[config.mk]
export PLATFORM = sky130hd
export DESIGN_NAME = aes_key_sched_ctrl
export DESIGN_NICKNAME = d
export VERILOG_FILES = /design/src/rtl/aes_pkg.sv /design/src/rtl/aes_key_sched_ctrl_store.sv /design/src/rtl/aes_key_sched_ctrl.sv
export SDC_FILE = /design/constraint.sdc
export NUM_CORES = 1
export LEC_CHECK = 0
export ABC_AREA = 1
export CAP_MARGIN = 5
export CORE_AREA = 2 2 109 111
export DETAILED_ROUTE_END_ITERATION = 7
export DIE_AREA = 0 0 111 113
export PLACE_DENSITY_LB_ADDON = 0.05
export SLEW_MARGIN = 20
export SYNTH_ARGS = -nofsm -noshare
export SYNTH_HDL_FRONTEND = slang
export SYNTH_SLANG_ARGS = --single-unit
[constraint.sdc]
create_clock -name clk -period 2.16 [get_ports clk]
set_clock_uncertainty 0.15 [all_clocks]
set_input_delay 0.432 -clock clk [delete_from_list [all_inputs] [get_ports clk]]
set_output_delay 0.432 -clock clk [all_outputs]
set_load 0.03 [all_outputs]
[src/rtl/aes_pkg.sv]
// Shared AES key-schedule types, constants and the GF(2^8) doubling helper.
// Configuration macro AES_KEY_CACHE_EN (key replay store) is consumed by the other files.
package aes_pkg;

  typedef logic [7:0] aes_byte;

  typedef enum logic [1:0] {
    IDLE   = 2'd0,
    VALID  = 2'd1,
    DONE   = 2'd2,
    REPLAY = 2'd3
  } ks_state_e;

  localparam int unsigned AES_NUM_RND   = 10;
  localparam aes_byte     AES_RCON_INIT = 8'h01;

  // Multiply by x in GF(2^8) modulo the AES polynomial.
  function automatic aes_byte aes_xtime(input aes_byte b);
    return {b[6:0], 1'b0} ^ (b[7] ? 8'h1B : 8'h00);
  endfunction

endpackage

[src/rtl/aes_key_sched_ctrl_store.sv]
// Round-key register file for replay: one write port, one combinational read port.
// Only instantiated when AES_KEY_CACHE_EN is defined.
module aes_key_store #(
  parameter int unsigned DEPTH = 10,
  parameter int unsigned AW    = 4
) (
  input  logic          clk,
  input  logic          we,
  input  logic [AW-1:0] waddr,
  input  logic [127:0]  wdata,
  input  logic [AW-1:0] raddr,
  output logic [127:0]  rdata
);

  logic [127:0] mem_q [DEPTH];

  always_ff @(posedge clk) begin
    if (we) mem_q[waddr] <= wdata;
  end

  assign rdata = mem_q[raddr];

endmodule

[src/rtl/aes_key_sched_ctrl.sv]
// AES-128 key-expansion sequencer: drives aes_key_gen and streams round keys over valid/ready.
// Define AES_KEY_CACHE_EN to add the round-key store and the replay_i port.
module aes_key_sched_ctrl
  import aes_pkg::*;
#(
  parameter int unsigned NUM_RND   = AES_NUM_RND,
  parameter logic [7:0]  RCON_INIT = AES_RCON_INIT
) (
  input  logic         clk,
  input  logic         nrst,
  input  logic         start_i,
  input  logic         abort_i,
`ifdef AES_KEY_CACHE_EN
  input  logic         replay_i,
`endif
  output logic         ready_o,
  output logic         busy_o,
  output logic         done_o,
  output logic         kg_en_o,
  output logic         kg_gen_key_o,
  output logic         kg_next_rnd_o,
  output logic [7:0]   kg_rcon_o,
  input  logic [127:0] kg_key_i,
  output logic         rk_valid_o,
  input  logic         rk_ready_i,
  output logic [3:0]   rk_idx_o,
  output logic [127:0] rk_key_o
);

  localparam int unsigned RW = $clog2(NUM_RND + 1);
  localparam logic [1:0] ST_IDLE   = IDLE;
  localparam logic [1:0] ST_VALID  = VALID;
  localparam logic [1:0] ST_DONE   = DONE;
  localparam logic [1:0] ST_REPLAY = REPLAY;
  localparam logic [RW-1:0] RND_LAST = RW'(NUM_RND);
  localparam logic [RW-1:0] RND_ONE  = RW'(1);

  logic [1:0]    state_q, state_d;
  logic [RW-1:0] rnd_q, rnd_d;
  logic [7:0]    rcon_q, rcon_d;
  logic [7:0]    rcon_nxt;

  assign rcon_nxt = aes_xtime(rcon_q);

`ifdef AES_KEY_CACHE_EN
  logic         store_vld_q, store_vld_d;
  logic         st_we;
  logic [127:0] st_rdata;

  aes_key_store #(.DEPTH(NUM_RND), .AW(RW)) u_store (
    .clk   (clk),
    .we    (st_we),
    .waddr (rnd_q - RND_ONE),
    .wdata (kg_key_i),
    .raddr (rnd_q - RND_ONE),
    .rdata (st_rdata)
  );
`endif

  always_comb begin
    state_d       = state_q;
    rnd_d         = rnd_q;
    rcon_d        = rcon_q;
    ready_o       = 1'b0;
    busy_o        = 1'b0;
    done_o        = 1'b0;
    kg_en_o       = 1'b0;
    kg_next_rnd_o = 1'b0;
    kg_rcon_o     = 8'h00;
    rk_valid_o    = 1'b0;
`ifdef AES_KEY_CACHE_EN
    store_vld_d   = store_vld_q;
    st_we         = 1'b0;
`endif
    case (state_q)
      ST_IDLE: begin
        ready_o = 1'b1;
        if (start_i && !abort_i) begin
          kg_en_o   = 1'b1;
          kg_rcon_o = RCON_INIT;
          state_d   = ST_VALID;
          rnd_d     = RND_ONE;
          rcon_d    = RCON_INIT;
`ifdef AES_KEY_CACHE_EN
          store_vld_d = 1'b0;
        end else if (replay_i && store_vld_q && !abort_i) begin
          state_d = ST_REPLAY;
          rnd_d   = RND_ONE;
`endif
        end
      end
      ST_VALID: begin
        busy_o     = 1'b1;
        rk_valid_o = 1'b1;
        if (rk_ready_i && !abort_i) begin
`ifdef AES_KEY_CACHE_EN
          st_we = 1'b1;
`endif
          if (rnd_q < RND_LAST) begin
            // Issue the next round now so its key lands on the following cycle.
            kg_en_o       = 1'b1;
            kg_next_rnd_o = 1'b1;
            kg_rcon_o     = rcon_nxt;
            rcon_d        = rcon_nxt;
            rnd_d         = rnd_q + RND_ONE;
          end else begin
            state_d = ST_DONE;
`ifdef AES_KEY_CACHE_EN
            store_vld_d = 1'b1;
`endif
          end
        end
      end
      ST_DONE: begin
        done_o  = 1'b1;
        state_d = ST_IDLE;
        rnd_d   = '0;
        rcon_d  = RCON_INIT;
      end
`ifdef AES_KEY_CACHE_EN
      ST_REPLAY: begin
        busy_o     = 1'b1;
        rk_valid_o = 1'b1;
        if (rk_ready_i && !abort_i) begin
          if (rnd_q < RND_LAST) rnd_d = rnd_q + RND_ONE;
          else                  state_d = ST_DONE;
        end
      end
`endif
      default: state_d = ST_IDLE;
    endcase

    if (abort_i) begin
      state_d = ST_IDLE;
      rnd_d   = '0;
      rcon_d  = RCON_INIT;
`ifdef AES_KEY_CACHE_EN
      store_vld_d = 1'b0;
`endif
    end
  end

  assign kg_gen_key_o = kg_en_o;
  assign rk_idx_o     = rk_valid_o ? 4'(rnd_q) : 4'd0;

`ifdef AES_KEY_CACHE_EN
  assign rk_key_o = (state_q == ST_REPLAY) ? st_rdata : kg_key_i;
`else
  assign rk_key_o = kg_key_i;
`endif

  always_ff @(posedge clk or negedge nrst) begin
    if (!nrst) begin
      state_q <= ST_IDLE;
      rnd_q   <= '0;
      rcon_q  <= RCON_INIT;
    end else begin
      state_q <= state_d;
      rnd_q   <= rnd_d;
      rcon_q  <= rcon_d;
    end
  end

`ifdef AES_KEY_CACHE_EN
  always_ff @(posedge clk or negedge nrst) begin
    if (!nrst) store_vld_q <= 1'b0;
    else       store_vld_q <= store_vld_d;
  end
`endif

endmodule

# Yosys cells after proc, flatten, opt, wreduce, memory -nomap -nowiden
# Index checks and enable logic that the tools add are counted.
dict set report op_classes {
  addsub 1
  order_cmp 1
  eq_ne 6
  n_mux 29
  bitwise 1
  reduce_logical 7
}
# cell n
set ops {}
lappend ops {{$mux 8} 6}
lappend ops {{$pmux 8 s3} 1}
lappend ops {{$mux 4} 5}
lappend ops {{$pmux 8 s2} 1}
lappend ops {{$ne 3x3->1 const B} 4}
lappend ops {{$pmux 4 s3} 1}
lappend ops {{$mux 1} 8}
lappend ops {{$mux 2} 4}
lappend ops {{$xor 8x5->8} 1}
lappend ops {{$mux 5} 1}
lappend ops {{$add 4x1->4 const B} 1}
lappend ops {{$lt 4x4->1 const B} 1}
lappend ops {{$pmux 2 s2} 1}
lappend ops {{$reduce_and 4->1} 1}
lappend ops {{$reduce_bool 4->1} 1}
lappend ops {{$reduce_and 3->1} 1}
lappend ops {{$eq 2x1->1 const B} 1}
lappend ops {{$eq 2x2->1 const B} 1}
lappend ops {{$logic_and 1x1->1} 2}
lappend ops {{$logic_not 2->1} 1}
lappend ops {{$pmux 1 s2} 1}
lappend ops {{$logic_not 1->1} 1}
dict set report totals {
  regBits 14
  inputBits 133
  output_inout_bits 147
  wordCells 48
}

# Depth between registers and ports, before layout
# Gate-level depths: netlist (run 1).
dict set report logic_depth {
  depth_word 6
  depth_mapped 10
  mapped_depth_nobuf 9
}

# Least setup slack after synthesis (run 1)
# Ideal clock, no wire load.
dict set report synth_timing {
  path_kind {reg-to-output}
  from {register state_q[1]}
  to {output kg_gen_key_o}
  t_arrival_ns 1.955
  t_required_ns 1.578
  slack_ns -0.377
  path_stages_with_launch 9
  path_buffers 2
  path_cell_list {dfrtp_1 -> inv_1 -> ha_1 -> buf_4 -> nand2_4 -> inv_2 -> nand3_1 -> nand2_1 -> buf_4}
}
dict set report synth_between {
  elab_chain_len 2
  elab_cells_between_ends 3
  classes_between {1 x eq/ne; 1 x mux; 1 x reduce/logical}
}
# item line_no
set synth_lines {}
lappend synth_lines {{start, declared} aes_key_sched_ctrl.sv:38} ;# logic [1:0] state_q, state_d;
lappend synth_lines {{start signal, assigned} aes_key_sched_ctrl.sv:158} ;# state_q <= state_d;
lappend synth_lines {{$eq 2x1->1 or $logic_not 2->1 (tied branches)} aes_key_sched_ctrl.sv:75} ;# case (state_q)
lappend synth_lines {{$pmux 1 s2 *} aes_key_sched_ctrl.sv:75}
lappend synth_lines {{end, declared} aes_key_sched_ctrl.sv:20} ;# output logic kg_gen_key_o,
# Mark *: on every way between the ends. The rest lies on a longest branch, timed or not.

# Worst setup path in the final report (run 1)
dict set report layout_timing {
  from {register state_q[1]}
  to {output kg_rcon_o[0]}
}
dict set report layout_between {
  elab_chain_len 2
  elab_cells_between_ends 3
  classes_between {1 x eq/ne; 1 x mux; 1 x reduce/logical}
}
# item line_no
set layout_lines {}
lappend layout_lines {{$eq 2x1->1 or $logic_not 2->1 (tied branches)} aes_key_sched_ctrl.sv:75}
lappend layout_lines {{$pmux 8 s2 *} aes_key_sched_ctrl.sv:75}
lappend layout_lines {{end, declared} aes_key_sched_ctrl.sv:22} ;# output logic [7:0] kg_rcon_o,
# Marks and branches as above.

==> run metrics, run 1 <==
hpwl dp 3173 um; worst stage delay on the critical path 0.38 ns; mux contribution to synthesized area 0%; Synth Area in Adders 3.313%; power per cell area 928.5 mW/mm2; r2r endpoint rcon_q[6]; most frequent cells after synthesis buf_4, nand2_1, nor2_1; final wirelength 4064 um; initial antenna violation count 0; core area 0.01127 mm2; Worst Hold Class flop to flop; clk buf depth 2; Hold-fix buffers, CTS 0; largest net degree at the start of global routing 15; Avg WL per Cell 12.98 um; post-synth top area share 52.09%; peak supply drop 0.2919 mV; period utilisation layout 96.07%; WHS Endpoint rcon_q[0]; hold slack final 0.3293 ns; Finish-stage setup viols 0; root buffer cell clkbuf_16; critical path data arrival time 1.49 ns; via count 1,054; R2R Path Start state_q[1]; number of synthesized flops with an enable pin 0; synthesized area 0.001888 mm2; area of the die 0.01254 mm2; Clock Latency Late Sink 0.25 ns; worst path cell trace inv_2 > ha_4 > nand2_4 > inv_2 > nand3_4 > o21ai_4 > buf_6; clock slew at reported path FFs 0.05 ns; Vias/cell 3.367; FMAX 0.4819 GHz; Synthesized Nets 394; ranking of synthesized cells by area buf_4, dfrtp_1, nand2_1, nand3_1, nor2_1; CTS tree done; Leak 0.0007534 uW; register area share after synthesis 18.62%; CP max stage cell dfrtp_1; H-tree Lvls 1; unrepaired setup endpoints after global routing no; top_reg_cell synth dfrtp_1; Final ANT Viol Nets 0; row cnt 39; GPL Wtd Cong 0.6592; layout cell share with drive strength beyond 1 35.29%; 1st-iter DRT viols 20; R2R depth 11; async set-reset flop share out of synthesis 100.0%; reg-to-reg setup timing slack 0.37 ns; drt drc 0; most frequent cell after synthesis buf_4; buffers added on ports 23; total CTS buffers 3; critical-path maximum fanout 8; Yosys cell types 20; critical path launch point state_q[1]; post-synthesis xor/xnor area fraction 1.392%; Least-Margin Pin Slew 0.3097 ns; CP required 1.58 ns; num ports 280; vias in the first global route 1,184; Power Total 1462 uW; die height 113 um; Max Cap Viol 0; Remaining Overflow, GRT 0; synthesized instance count 256; die width 111 um; Initial Util 16.75%; Post-Synth Simple-Gate Area 17.56%; post-layout instance area 0.001574 mm2; most used cell along the critical path inv_2; dpl cells 304; CTS Sinks 14; Final Hold Viols 0; n_diodes 0; final cell count without fillers 313; Yosys top cell by area buf_4; Crit Path Class flop to output pin; outcome finished, final reports clean; DRT Pass-1 Iters 4; max-slew violation count 0; first-pass GRT wire length 6486 um; min cycle time layout 2.075 ns; Total GRT Usage 6.625%; DP Area 0.001429 mm2; hold_sp rcon_q[0]; Syn Area/Cell 7.375 um2; post-synthesis register bit count 14; largest family of logic cells by synthesized area buffers and inverters; hold depth 2; Yosys warning count 0; Final #Nets 309; Rel. slew slack 79.44%; Synth Area in Compound Gates 2.982%; Critical Path End Type output pin; CP Launch Type flop; Layout area overhead -16.63%
-- metal layers --
| layer | vias up | GRT usage [%] | wire length [um] |
|---|---|---|---|
| li1 | 481 | - | - |
| met1 | 492 | 6.856 | 1576 |
| met2 | 65 | 11.57 | 2011 |
| met3 | 16 | 3.214 | 395 |
| met4 | 0 | 2.667 | 81 |
| met5 | - | 0 | 0 |
-- worst max-delay path by stage --
| stage | slack [ns] | cells past startpoint | endpoint |
|---|---|---|---|
| floorplan | 0.01 | 8 | kg_gen_key_o |
| global placement | -0.08 | 7 | kg_rcon_o[0] |
| detailed placement | -0.07 | 7 | kg_rcon_o[0] |
| CTS | 0.01 | 7 | kg_rcon_o[0] |
| global route | 0.0007 | 7 | kg_rcon_o[5] |
| finish | 0.08 | 7 | kg_rcon_o[0] |
-- power by group --
| group | switching (uW) | internal, uW |
|---|---|---|
| sequential | 42.1 | 308 |
| combinational | 431 | 269 |
| clock | 130 | 282 |
-- layout by cell type (no fill, tap or decap), drive strengths merged --
cell and count:
a21oi 1, buf 35, clkbuf 4, clkdlybuf4s50 3
dfrtp 13, dfstp 1, dlygate4sd2 5, ha 5
inv 16, nand2 41, nand3 13, nand4 2
nor2 19, o21ai 8, or2 1, xnor2 3
-- cells by family after synthesis --
logic type	count (synthesis)
flip-flops	14
AND/OR/NAND/NOR	76
XOR/XNOR	3
adder cells (fa/ha/maj)	5
buffers and inverters	149
AO/OA/AOI/OAI	9
-- critical path: cells and delay by family (launching register included) --
family	cells	cell delay [ns]
adders and majority gates	1	0.16
AOI/OAI and AO/OA	1	0.17
buffers and inverters	3	0.30
and+or+nand+nor	2	0.21
DFF	1	0.38
-- what timing repair did --
item / in CTS / in global routing
buffers inserted: 4 / 1
resized for setup: 10 / 2
setup endpoints to repair: 15 / 3
pin swaps: 2 / 2
-- stage by stage --
step           utilization (%)  TNS [ns]  worst slack (ns)
2_1_floorplan                -         0           0.01070
3_3_place_gp             12.68   -0.4078          -0.08035
3_5_place_dp             12.68   -0.2907          -0.06611
4_1_cts                  13.85         0           0.01345
5_1_grt                  13.96         0         0.0007008
6_report                 13.96         0           0.08478
-- state kept, by name, indices dropped and copies added (netlist names) --
name / flops
state_q: 2
rnd_q: 4
rcon_q: 8
-- final cells by class --
class | instances | area (um2)
clock buffers | 4 | 88.84
fillers | 1298 | 9698
inverters | 16 | 60.06
multi-input cells | 93 | 545.5
flip-flops and latches | 14 | 352.8
well taps | 143 | 178.9
repair buffers | 43 | 347.8
Power figures use the tool's default switching activity.
==> run 2: changes to the inputs <==
--- a/config.mk
+++ b/config.mk
@@ -10,6 +10,7 @@
 export CORE_AREA = 2 2 109 111
 export DETAILED_ROUTE_END_ITERATION = 7
 export DIE_AREA = 0 0 111 113
+export MAX_ROUTING_LAYER = met4
 export PLACE_DENSITY_LB_ADDON = 0.05
 export SLEW_MARGIN = 20
 export SYNTH_ARGS = -nofsm -noshare
==> run 2 against run 1 <==
Effect of this change:
- cell count is the same
- worst setup slack lost 0.0014 ns
- routed wire length is the same
- register-to-register slack is essentially flat
- sequential share of layout area is the same
- largest cell class unchanged
==> run metrics, run 2 (synthesis results as in run 1) <==
CP Launch Type flop; Leak 0.0007534 uW (unchanged); FMAX 0.4815 GHz (about the same); worst path bufs/invs 3 (unchanged); root buffer cell clkbuf_16; Remaining Overflow, GRT 0 (unchanged); Rel. slew slack 79.44% (unchanged); Vias/cell 3.383 (+0.47%); Finish-stage setup viols 0 (unchanged); num ports 280 (unchanged); Worst Hold Class flop to flop; vias in the first global route 1,181 (-0.25%); buffers added on ports 23 (unchanged); clock slew at reported path FFs 0.05 ns (about the same); 1st-iter DRT viols 22 (+10%); Hold-fix buffers, CTS 0 (unchanged); max-slew violation count 0 (unchanged); n_diodes 0 (unchanged); Final Hold Viols 0 (unchanged); period utilisation layout 96.14% (about the same); largest net degree at the start of global routing 15 (unchanged); Critical Path End Type output pin; H-tree Lvls 1 (unchanged); Fill cells 1,298 (unchanged); Clock Latency Late Sink 0.25 ns (about the same); multi-input logic area 545.5 um2 (unchanged); peak supply drop 0.2921 mV (about the same); post-layout instance area 0.001574 mm2 (unchanged); core area 0.01127 mm2 (unchanged); row cnt 39 (unchanged); first-pass GRT wire length 6492 um (about the same); min cycle time layout 2.077 ns (+0.001416 ns); unrepaired setup endpoints after global routing no; hpwl dp 3173 um (unchanged); initial antenna violation count 0 (unchanged); critical-path maximum fanout 8 (unchanged); Least-Margin Pin Slew 0.3097 ns (unchanged); CTS Sinks 14 (unchanged); DRT Pass-1 Iters 4 (unchanged); die height 113 um (unchanged); Max Cap Viol 0 (unchanged); cell family with most CP delay flip-flops; worst path cell trace inv_2 > ha_4 > nand2_4 > inv_2 > nand3_4 > nor2_2 > buf_4; Final ANT Viol Nets 0 (unchanged); most frequent cells in the layout nand2_1, buf_4, inv_1, nor2_1, dfrtp_1; die width 111 um (unchanged); Power Total 1463 uW (about the same); critical path data arrival time 1.49 ns (about the same); final core utilization 13.96% (unchanged); area of the die 0.01254 mm2 (unchanged); CP required 1.58 ns (about the same); most used cell along the critical path inv_2; max reg flops 8 (unchanged); outcome finished, final reports clean; worst stage delay on the critical path 0.38 ns (about the same); register area 352.8 um2 (unchanged); Final #Nets 309 (unchanged); Crit Path Class flop to output pin; final wirelength 4064 um (unchanged); Largest regs rcon_q x8, rnd_q x4, state_q x2; Initial Util 16.75% (unchanged); layout cell share with drive strength beyond 1 35.29% (unchanged); via count 1,059 (+0.47%); largest register by flop count rcon_q; clk buf depth 2 (unchanged); most common cell after layout, fill and taps aside nand2_1; power per cell area 929.5 mW/mm2 (about the same); DP Area 0.001429 mm2 (unchanged); drt drc 0 (unchanged); total CTS buffers 3 (unchanged); Total GRT Usage 6.822% (+0.20 points); Avg WL per Cell 12.98 um (unchanged); CP max stage cell dfrtp_1; Layout area overhead -16.63% (unchanged); GPL Wtd Cong 0.6653 (+0.93%); CTS tree done
-- run 2: worst paths after layout --
check                           start      endpoint  slack, ns  cells after the start
max                        state_q[1]  kg_rcon_o[5]       0.08                      7
min                         rcon_q[0]     rcon_q[0]       0.33                      2
max reg2reg                state_q[1]     rcon_q[6]       0.37                     11
min reg2reg                 rcon_q[0]     rcon_q[0]       0.33                      2
max in group asynchronous        nrst     rcon_q[0]       1.26                      2
min in group asynchronous        nrst    state_q[1]       0.35                      2
-- run 2: what timing repair did --
item | CTS | global route
resized for setup | 10 | 2
setup buffers | 4 | 1
setup endpoints to repair | 15 | 3
endpoints found under the hold margin | 0 | 0
pin swaps | 2 | 2
-- run 2: through the flow --
| step | std cells | setup TNS, ns | hold slack, ns | worst slack [ns] |
|---|---|---|---|---|
| after floorplan | 256 | 0 | -0.01359 | 0.01070 |
| after global placement | 304 | -0.4078 | 0.3215 | -0.08035 |
| after detailed placement | 304 | -0.2907 | 0.3262 | -0.06611 |
| after CTS | 312 | 0 | 0.3335 | 0.01345 |
| after global routing | 313 | 0 | 0.3718 | 0.0006951 |
| final | 313 | 0 | 0.3314 | 0.08337 |
-- run 2: routing by layer --
| metal | global-route usage (%) | wire (um) | up-vias |
|---|---|---|---|
| li1 | - | - | 481 |
| met3 | 3.107 | 376 | 18 |
| met5 | - | 0 | - |
| met4 | 2.667 | 86 | 0 |
| met1 | 6.921 | 1592 | 495 |
| met2 | 11.57 | 2009 | 65 |
-- run 2: tightest hold or removal path, stage by stage, from the launching register on --
cell and delay [ns]:
dfstp_2 0.37, nand2_1 0.06, nand2_1 0.05
-- run 2: layout make-up --
class                      count  area share (%)
multi-input combinational     93           34.66
tap                          143           11.37
timing repair buffer          43           22.10
clock buffer                   4           5.644
sequential                    14           22.42
inverter                      16           3.816
-- run 2: where the power goes --
part           internal [uW]  total, uW  switching [uW]
clock                    282        413             131
combinational            269        700             432
sequential               308        350            42.2
total                    858       1460             605
